<file path="config.mk">
export PLATFORM = sky130hd
export DESIGN_NAME = decode_dispatch_queue
export DESIGN_NICKNAME = d
export VERILOG_FILES = /design/src/rtl/decode_dispatch_queue.sv
export SDC_FILE = /design/constraint.sdc
export NUM_CORES = 1
export LEC_CHECK = 0
export CORE_ASPECT_RATIO = 1.4
export CORE_MARGIN = 1.5
export CORE_UTILIZATION = 50
export CTS_BUF_LIST = sky130_fd_sc_hd__clkbuf_4
export DETAILED_ROUTE_END_ITERATION = 7
export PLACE_DENSITY = 0.74
export SYNTH_ARGS = -nofsm -noshare
export SYNTH_HDL_FRONTEND = slang
export SYNTH_SLANG_ARGS = --single-unit
</file>
<file path="constraint.sdc">
create_clock -name clock_i -period 3.93 [get_ports clock_i]
set_clock_uncertainty 0.2 [all_clocks]
set_input_delay 0.5895 -clock clock_i [delete_from_list [all_inputs] [get_ports clock_i]]
set_output_delay 0.5895 -clock clock_i [all_outputs]
set_load 0.005 [all_outputs]
</file>
<file path="src/rtl/decode_dispatch_queue.sv">
// -----------------------------------------------------------------------------
// decode_dispatch_queue
//
// Purpose:
//   In-order buffer between the decode stage and the execution units. It holds
//   decoded instruction records and presents the oldest one to the functional
//   unit named in that record. The head issues only when that unit reports
//   ready. Younger records never bypass a blocked head.
//   stall_o asserts one entry before the queue is full. The decoder has a
//   registered output, so one more record can still arrive after stall_o
//   rises; the spare entry absorbs that record.
//
// Ports:
//   clock_i               single clock, rising edge
//   reset_i               synchronous, active-low reset
//   enable_i              incoming record valid
//   reg1_i/reg2_i/reg3_i  register specifiers      (regWidth each)
//   imm_i                 immediate                (immWidth)
//   bit1_i/bit2_i         flag bits
//   functionalUnitCode_i  target unit code         (2)
//   flush_i               discard all buffered records
//   unitReady_i           per-unit accept, indexed by unit code (4)
//   stall_o               decode must not present a record next cycle
//   reg1_o..functionalUnitCode_o  head-entry fields (don't-care when empty)
//   enable_o              head entry valid
//   overflow_o            sticky: a record arrived while full with no pop
// -----------------------------------------------------------------------------
module decode_dispatch_queue #(
   parameter int         regWidth       = 5,
   parameter int         immWidth       = 6,
   parameter int         depth          = 4,
   parameter logic [1:0] FXUnitCode     = 2'd0,
   parameter logic [1:0] FPUnitCode     = 2'd1,
   parameter logic [1:0] LdStUnitCode   = 2'd2,
   parameter logic [1:0] BranchUnitCode = 2'd3
) (
   input  logic                clock_i,
   input  logic                reset_i,
   input  logic                enable_i,
   input  logic [regWidth-1:0] reg1_i,
   input  logic [regWidth-1:0] reg2_i,
   input  logic [regWidth-1:0] reg3_i,
   input  logic [immWidth-1:0] imm_i,
   input  logic                bit1_i,
   input  logic                bit2_i,
   input  logic [1:0]          functionalUnitCode_i,
   input  logic                flush_i,
   input  logic [3:0]          unitReady_i,
   output logic                stall_o,
   output logic [regWidth-1:0] reg1_o,
   output logic [regWidth-1:0] reg2_o,
   output logic [regWidth-1:0] reg3_o,
   output logic [immWidth-1:0] imm_o,
   output logic                bit1_o,
   output logic                bit2_o,
   output logic [1:0]          functionalUnitCode_o,
   output logic                enable_o,
   output logic                overflow_o
);

   localparam int PtrW = $clog2(depth);
   localparam int RecW = 3 * regWidth + immWidth + 2 + 2;
   localparam logic [PtrW:0]   DepthC  = (PtrW + 1)'(depth);
   localparam logic [PtrW:0]   StallC  = (PtrW + 1)'(depth - 1);
   localparam logic [PtrW-1:0] PtrOne  = PtrW'(1);
   localparam logic [PtrW:0]   CntOne  = (PtrW + 1)'(1);

   // Only ready bits belonging to a defined unit code can release the head.
   localparam logic [3:0] UnitMask = (4'b0001 << FXUnitCode)   |
                                     (4'b0001 << FPUnitCode)   |
                                     (4'b0001 << LdStUnitCode) |
                                     (4'b0001 << BranchUnitCode);

   // Record layout: {reg1, reg2, reg3, imm, bit1, bit2, code}
   logic [RecW-1:0] mem_q [depth];
   logic [RecW-1:0] wr_rec;
   logic [RecW-1:0] head_rec;

   logic [PtrW-1:0] head_q, head_d;
   logic [PtrW-1:0] tail_q, tail_d;
   logic [PtrW:0]   count_q, count_d;
   logic            overflow_q, overflow_d;

   logic            full;
   logic            pop;
   logic            push;
   logic            wr_en;
   logic [3:0]      ready_masked;

   assign wr_rec = {reg1_i, reg2_i, reg3_i, imm_i, bit1_i, bit2_i, functionalUnitCode_i};

   // Head fields are read combinationally so a record is visible right after
   // the edge that wrote it.
   assign head_rec = mem_q[head_q];
   assign {reg1_o, reg2_o, reg3_o, imm_o, bit1_o, bit2_o, functionalUnitCode_o} = head_rec;

   assign enable_o     = (count_q != '0);
   assign stall_o      = (count_q >= StallC);
   assign overflow_o   = overflow_q;

   assign full         = (count_q == DepthC);
   assign ready_masked = unitReady_i & UnitMask;
   assign pop          = enable_o && ready_masked[functionalUnitCode_o];
   // A full queue still accepts a record when the head leaves in the same cycle.
   assign push         = enable_i && (!full || pop);
   assign wr_en        = push && !flush_i;

   // Next-state for pointers, count and the sticky overflow flag.
   always_comb begin
      head_d     = head_q;
      tail_d     = tail_q;
      count_d    = count_q;
      overflow_d = overflow_q;
      if (flush_i) begin
         head_d  = '0;
         tail_d  = '0;
         count_d = '0;
      end else begin
         if (push) tail_d = tail_q + PtrOne;
         if (pop)  head_d = head_q + PtrOne;
         case ({push, pop})
            2'b10:   count_d = count_q + CntOne;
            2'b01:   count_d = count_q - CntOne;
            default: count_d = count_q;
         endcase
         if (enable_i && full && !pop) overflow_d = 1'b1;
      end
   end

   always_ff @(posedge clock_i) begin
      if (!reset_i) begin
         head_q     <= '0;
         tail_q     <= '0;
         count_q    <= '0;
         overflow_q <= 1'b0;
      end else begin
         head_q     <= head_d;
         tail_q     <= tail_d;
         count_q    <= count_d;
         overflow_q <= overflow_d;
      end
   end

   // Storage entries have no reset; validity is tracked by count alone.
   generate
      for (genvar gi = 0; gi < depth; gi++) begin : g_entry
         always_ff @(posedge clock_i) begin
            if (reset_i && wr_en && (tail_q == PtrW'(gi))) begin
               mem_q[gi] <= wr_rec;
            end
         end
      end
   endgenerate

endmodule

</file>
==> results of run 1 <==
==> per-layer routing <==
metal / vias up / GRT usage [%] / routed length (um)
met1: 1023 / 19.9 / 2550
met5: - / 0 / 0
met3: 8 / 4.84 / 350
met2: 59 / 28.5 / 3760
met4: 0 / 8.16 / 122
li1: 928 / - / -
==> cell families after synthesis <==
| logic type | count (synthesis) | share of synthesized area (%) |
|---|---|---|
| compound gates | 10 | 2.41 |
| xor+xnor | 4 | 0.833 |
| fa+ha+maj | 6 | 1.96 |
| buf+inv | 15 | 1.55 |
| flops | 110 | 76.2 |
| mux | 28 | 14.4 |
| simple gates | 22 | 2.65 |
==> state kept, by name, indices dropped and copies added (netlist names), named ones only <==
register    cells
tail_q          2
count_q         3
mem_q         100
overflow_o      1
head_q          2
==> power groups by stage <==
stage / clock network [uW] / logic [uW] / registers (uW)
6_report: 522 / 126 / 1290
5_1_grt: 589 / 137 / 1300
4_1_cts: 541 / 128 / 1290
3_5_place_dp: 0 / 127 / 1320
3_3_place_gp: 0 / 124 / 1320
2_1_floorplan: 0 / 52.6 / 1320
==> cell type report <==
cell class	count	share of cell area (%)
Multi-Input combinational cell	70	18.4
Clock inverter	7	1.23
Tap cell	102	2.51
Inverter	8	0.591
Timing Repair Buffer	67	12.8
Antenna cell	1	0.0492
Clock buffer	9	1.33
Sequential cell	110	63.0
==> worst min-delay path: stages (launching register included) <==
cell and delay, ps:
dfxtp_1 340, inv_1 40, a21boi_0 70
==> through the flow <==
step           hold WS (ps)  cells  total power, uW  cell area (um2)  worst slack (ps)
2_1_floorplan           252    195             1370             4210               892
3_3_place_gp            246    357             1440             4950               712
3_5_place_dp            260    357             1450             4950               642
4_1_cts                 279    373             1960             5080               615
5_1_grt                 337    374             2020             5080               488
6_report                275    374             1940             5080               645
==> worst max path at each step <==
| stage | from | end | cells past startpoint |
|---|---|---|---|
| 2_1_floorplan | flop | count_q[2]$_SDFFE_PP0P_ | 10 |
| 3_3_place_gp | flop | count_q[2]$_SDFFE_PP0P_ | 9 |
| 3_5_place_dp | flop | count_q[2]$_SDFFE_PP0P_ | 9 |
| 4_1_cts | flop | count_q[2]$_SDFFE_PP0P_ | 9 |
| 5_1_grt | flop | count_q[2]$_SDFFE_PP0P_ | 9 |
| 6_report | flop | count_q[2]$_SDFFE_PP0P_ | 9 |
==> placed cells by master (no fill, tap or decap), types with 5 or more instances in the layout <==
| master | synthesis | layout |
|---|---|---|
| nor2_1 | 10 | 10 |
| clkdlybuf4s50_1 | 0 | 60 |
| and2_1 | 5 | 5 |
| buf_4 | 0 | 7 |
| inv_1 | 8 | 8 |
| ha_1 | 5 | 5 |
| dfxtp_1 | 10 | 9 |
| edfxtp_1 | 100 | 100 |
| clkbuf_4 | 0 | 9 |
| mux4_2 | 24 | 24 |
==> results.yml, run 1 <==
status:
  status: "finished, final reports clean"
logic_synthesis:
  synthArstFlopShare_pct: 0
  yosysWarnings: 0
  synth-edff-count: 100
  synth_nets: 234
  synth_area_leaders: "edfxtp_1 71%, mux4_2 13%, dfxtp_1 4.8%"
  ys_types: 32
  synth_cells: 195
  synthFlopType: "edfxtp_1"
  syn_area_mm2: 0.00421
  synth.top_cell.area_share_pct: 71.4
  yosys.area.top_type: "edfxtp_1"
  yosysMostFrequentCell: "edfxtp_1"
  ys_ff_latch: 110
  postSynthAreaPerCell_um2: 21.6
  yosysSeqAreaShare_pct: 76.2
  synth_common_cells: "100 x edfxtp_1, 24 x mux4_2, 10 x dfxtp_1, 10 x nor2_1, 8 x inv_1"
min_path:
  hold_class: "flop to flop"
  min_from: "overflow_o$_SDFFE_PN0P_"
  min_delay_path_depth: 2
  holdPathEnd: "overflow_o$_SDFFE_PN0P_"
power:
  peakVddDrop_mv: 0.227
  p_leak_uw: 0.00162
  p_sw_share_pct: 20.0
  seq_power_share_pct: 66.6
  pwr-share-comb_pct: 6.5
  powerDensity_mw_per_mm2: 382
  power_switching_uw: 388
  clockPowerShare_pct: 26.9
  p_int_uw: 1550
grt:
  overflow: 0
  grt_max_degree: 23
  grt_pass1_wl_um: 10600
  antenna_found_initial: 1
  grt_pass1_vias: 2090
  track_usage_pct: 17.0
clocking:
  clk_latency_ps: 430
  cts-root-buf: "clkbuf_4"
  cts_tree: "done"
  cts_setup_buffers: 0
  hold_buffers: 0
  max-clock-path-buffers: 2
  cts.htree.levels: 3
  cts_resized: 0
  cts_buffers: 9
  numClockSinks: 110
  clkTransAtPathRegs_ps: 140
worst_setup_path:
  ff2ff_setup_slack_ps: 640
  crit_type: "flop to flop"
  worst_setup_path_start_kind: "flop"
  reg2reg_to: "count_q[2]$_SDFFE_PP0P_"
  crit_buf_inv: 1
  cp_cell_sequence: "mux4_2 -> mux2_4 -> o221ai_4 -> ha_1 -> inv_1 -> fa_1 -> xor2_1 -> or3_1 -> a21oi_1"
  cp_top_family: "multiplexers"
  slowest_stage: "mux4_2"
  arrival_ps: 3440
  ff2ff_path_depth: 9
  slowest_delay_ps: 600
  crit_path_max_fanout: 9
  endpoint_kind: "flop"
  required_ps: 4090
floorplanning:
  coreArea_mm2: 0.00815
  rows: 39
  start_util_pct: 51.6
  die-area_mm2: 0.00898
  num_io_pins: 61
  die_y_um: 112
  die_w_um: 80.5
timing:
  fmax_mhz: 304
  slew-limit-headroom_pct: 64.0
  finalSetupViolCount: 0
  fin_tns_setup_ps: 0
  worst_pin_slew_ps: 540
  post-route-min-period_ps: 3290
  fin_crit_sh_pct: 83.6
  rsz0062_at_grt: "false"
  hold_viol_final: 0
  slew_viol_final: 0
routing:
  routed_wl_um: 6780
  drt-vias-per-instance: 5.40
  num_vias: 2018
  drcViolationCount: 0
  routedWlPerCell_um: 18.1
  drt_pass1_iterations: 4
  dr.first_iter.drc_count: 127
  ant_nets: 0
job:
  max_cap_viol_count: 0
layout:
  fin_nets: 305
  seq_area_mm2: 0.00320
  finish.utilization_pct: 62.4
  nFillCells: 580
  area_delta_synth_final_pct: 20.9
  drive_above_1_share_pct: 19.2
  multi_input_area_um2: 937
placed_design:
  io_buffer_count: 60
  hpwlAfterDp_um: 4410
  gp_congestion: 0.741
No activity file was read; power rests on OpenSTA's default activity.
==> run 2: changes to the inputs <==
PLACE_DENSITY = 0.77   (was 0.74)
clock period = 2.85 ns   (was 3.93 ns; I/O delays follow)
==> results.yml, run 2 (synthesis gave the netlist of run 1 again) <==
worst_setup_path:
  crit_type: "flop to flop"
  crit_path_max_fanout: 3
  crit_buf_inv: 1
  endpoint_kind: "flop"
  slowest_stage: "mux4_2"
  ff2ff_setup_slack_ps: -6
  arrival_ps: 3060
  ff2ff_path_depth: 9
  required_ps: 3050
  cp_top_family: "multiplexers"
  reg2reg_to: "count_q[2]$_SDFFE_PP0P_"
  cp_cell_sequence: "mux4_2 -> mux2_4 -> o221ai_4 -> ha_4 -> inv_2 -> fa_2 -> xor2_1 -> or3_1 -> a21oi_2"
  slowest_delay_ps: 550
  worst_setup_path_start_kind: "flop"
power:
  peakVddDrop_mv: 0.354
  p_leak_uw: 0.00168
  powerDensity_mw_per_mm2: 498
routing:
  routedWlPerCell_um: 17.5
  ant_nets: 0
  dr.first_iter.drc_count: 110
  num_vias: 2062
  drt-vias-per-instance: 5.36
  drt_pass1_iterations: 4
  drcViolationCount: 0
  routed_wl_um: 6760
clocking:
  cts-root-buf: "clkbuf_4"
  max-clock-path-buffers: 2
  cts_tree: "done"
  cts.htree.levels: 3
  clkTransAtPathRegs_ps: 150
  cts_buffers: 9
  numClockSinks: 110
  hold_buffers: 0
  clk_latency_ps: 450
timing:
  setup_slack_ps: -6.46
  slew_viol_final: 0
  worst_pin_slew_ps: 290
  holdWs_ps: 275
  fmax_mhz: 350
  fin_crit_sh_pct: 100
  hold_viol_final: 0
  post-route-min-period_ps: 2860
  slew-limit-headroom_pct: 80.5
  finalSetupViolCount: 1
  rsz0062_at_grt: "true"
layout:
  layout_common_cells: "100 x edfxtp_1, 60 x clkdlybuf4s50_1, 24 x mux4_2"
  final_common_cell: "edfxtp_1"
  regMostFlops: "mem_q"
  multi_input_area_um2: 956
  nFillCells: 558
  diodes: 0
  largest_reg_flops: 100
  fin_nets: 317
  reg.largest.list: "mem_q (100), count_q (3)"
  drive_above_1_share_pct: 23.3
  finish.utilization_pct: 64.1
  area_delta_synth_final_pct: 24.2
  seq_area_mm2: 0.00321
floorplanning:
  coreArea_mm2: 0.00815
  die-area_mm2: 0.00898
  num_io_pins: 61
  die_w_um: 80.5
  start_util_pct: 51.6
  rows: 39
  die_y_um: 112
placed_design:
  io_buffer_count: 60
  gp_congestion: 0.708
  hpwlAfterDp_um: 4540
grt:
  grt_pass1_vias: 2157
  grt_pass1_wl_um: 10800
  track_usage_pct: 17.0
  antenna_found_initial: 0
  overflow: 0
  grt_max_degree: 22
status:
  violations: "setup timing"
  status: "finished, violations left"
min_path:
  min_from: "overflow_o$_SDFFE_PN0P_"
  holdPathEnd: "overflow_o$_SDFFE_PN0P_"
  min_delay_path_depth: 2
  hold_class: "flop to flop"
job:
  max_cap_viol_count: 0
-- run 2: changes by cell type in the layout (fill, tap and decap cells not counted), sizes merged --
| cell | previous run | this run |
|---|---|---|
| clkinv | 5 | 6 |
| diode | 1 | 0 |
| bufinv | 1 | 0 |
| buf | 7 | 19 |
-- run 2: what timing repair did --
| item | 4_1_cts | 5_1_grt |
|---|---|---|
| buffers inserted | 1 | 1 |
| gates resized for setup | 3 | 2 |
| setup endpoints to repair | 19 | 10 |
| pin swaps | 0 | 2 |
-- run 2: where the power goes --
group / total, uW / internal, uW / leakage, uW / switching [uW]
sequential: 1780 / 1780 / 0.000985 / 7.12
combinational: 192 / 117 / 0.000637 / 74.4
clock: 626 / 173 / 0.0000626 / 453
-- run 2: how the worst max path moves through the flow --
stage               start                       to  slack, ps  depth (start not counted)
finish               flop  count_q[2]$_SDFFE_PP0P_         -6                          9
global route         flop  count_q[2]$_SDFFE_PP0P_       -100                          9
CTS                  flop  count_q[2]$_SDFFE_PP0P_        -30                          9
detailed placement   flop  count_q[2]$_SDFFE_PP0P_        -50                          9
global placement     flop  count_q[2]$_SDFFE_PP0P_         20                          9
floorplan            flop  count_q[2]$_SDFFE_PP0P_       -110                         10
-- run 2: stage by stage --
step / power, uW / setup TNS (ps) / area (um2) / cells / setup slack (ps)
after global placement: 2000 / 0 / 5080 / 367 / 24.5
final: 2600 / -6.46 / 5220 / 385 / -6.46
after detailed placement: 2010 / -48.7 / 5080 / 367 / -48.7
after floorplan: 1890 / -107 / 4210 / 195 / -107
after global routing: 2720 / -133 / 5220 / 385 / -99.2
after CTS: 2630 / -30.0 / 5200 / 384 / -30.0
-- run 2: per-layer routing --
layer	GRT usage, %	up-vias	wire [um]
li1	-	954	-
met1	21.8	1044	2870
met2	26.7	55	3430
met3	4.26	9	344
met4	8.62	0	114
met5	0	-	0
-- run 2: final cells by class --
type | instances | share of cell area [%]
flip-flops and latches | 110 | 61.4
multi-input cells | 70 | 18.3
repair buffers | 79 | 15.3
well taps | 102 | 2.44
clock buffers | 9 | 1.29
clock inverters | 7 | 0.743
inverters | 8 | 0.575
-- run 2: worst min-delay path, cell delays in order (launching register included) --
cell and delay [ps]:
dfxtp_1 340, inv_1 40, a21boi_0 70
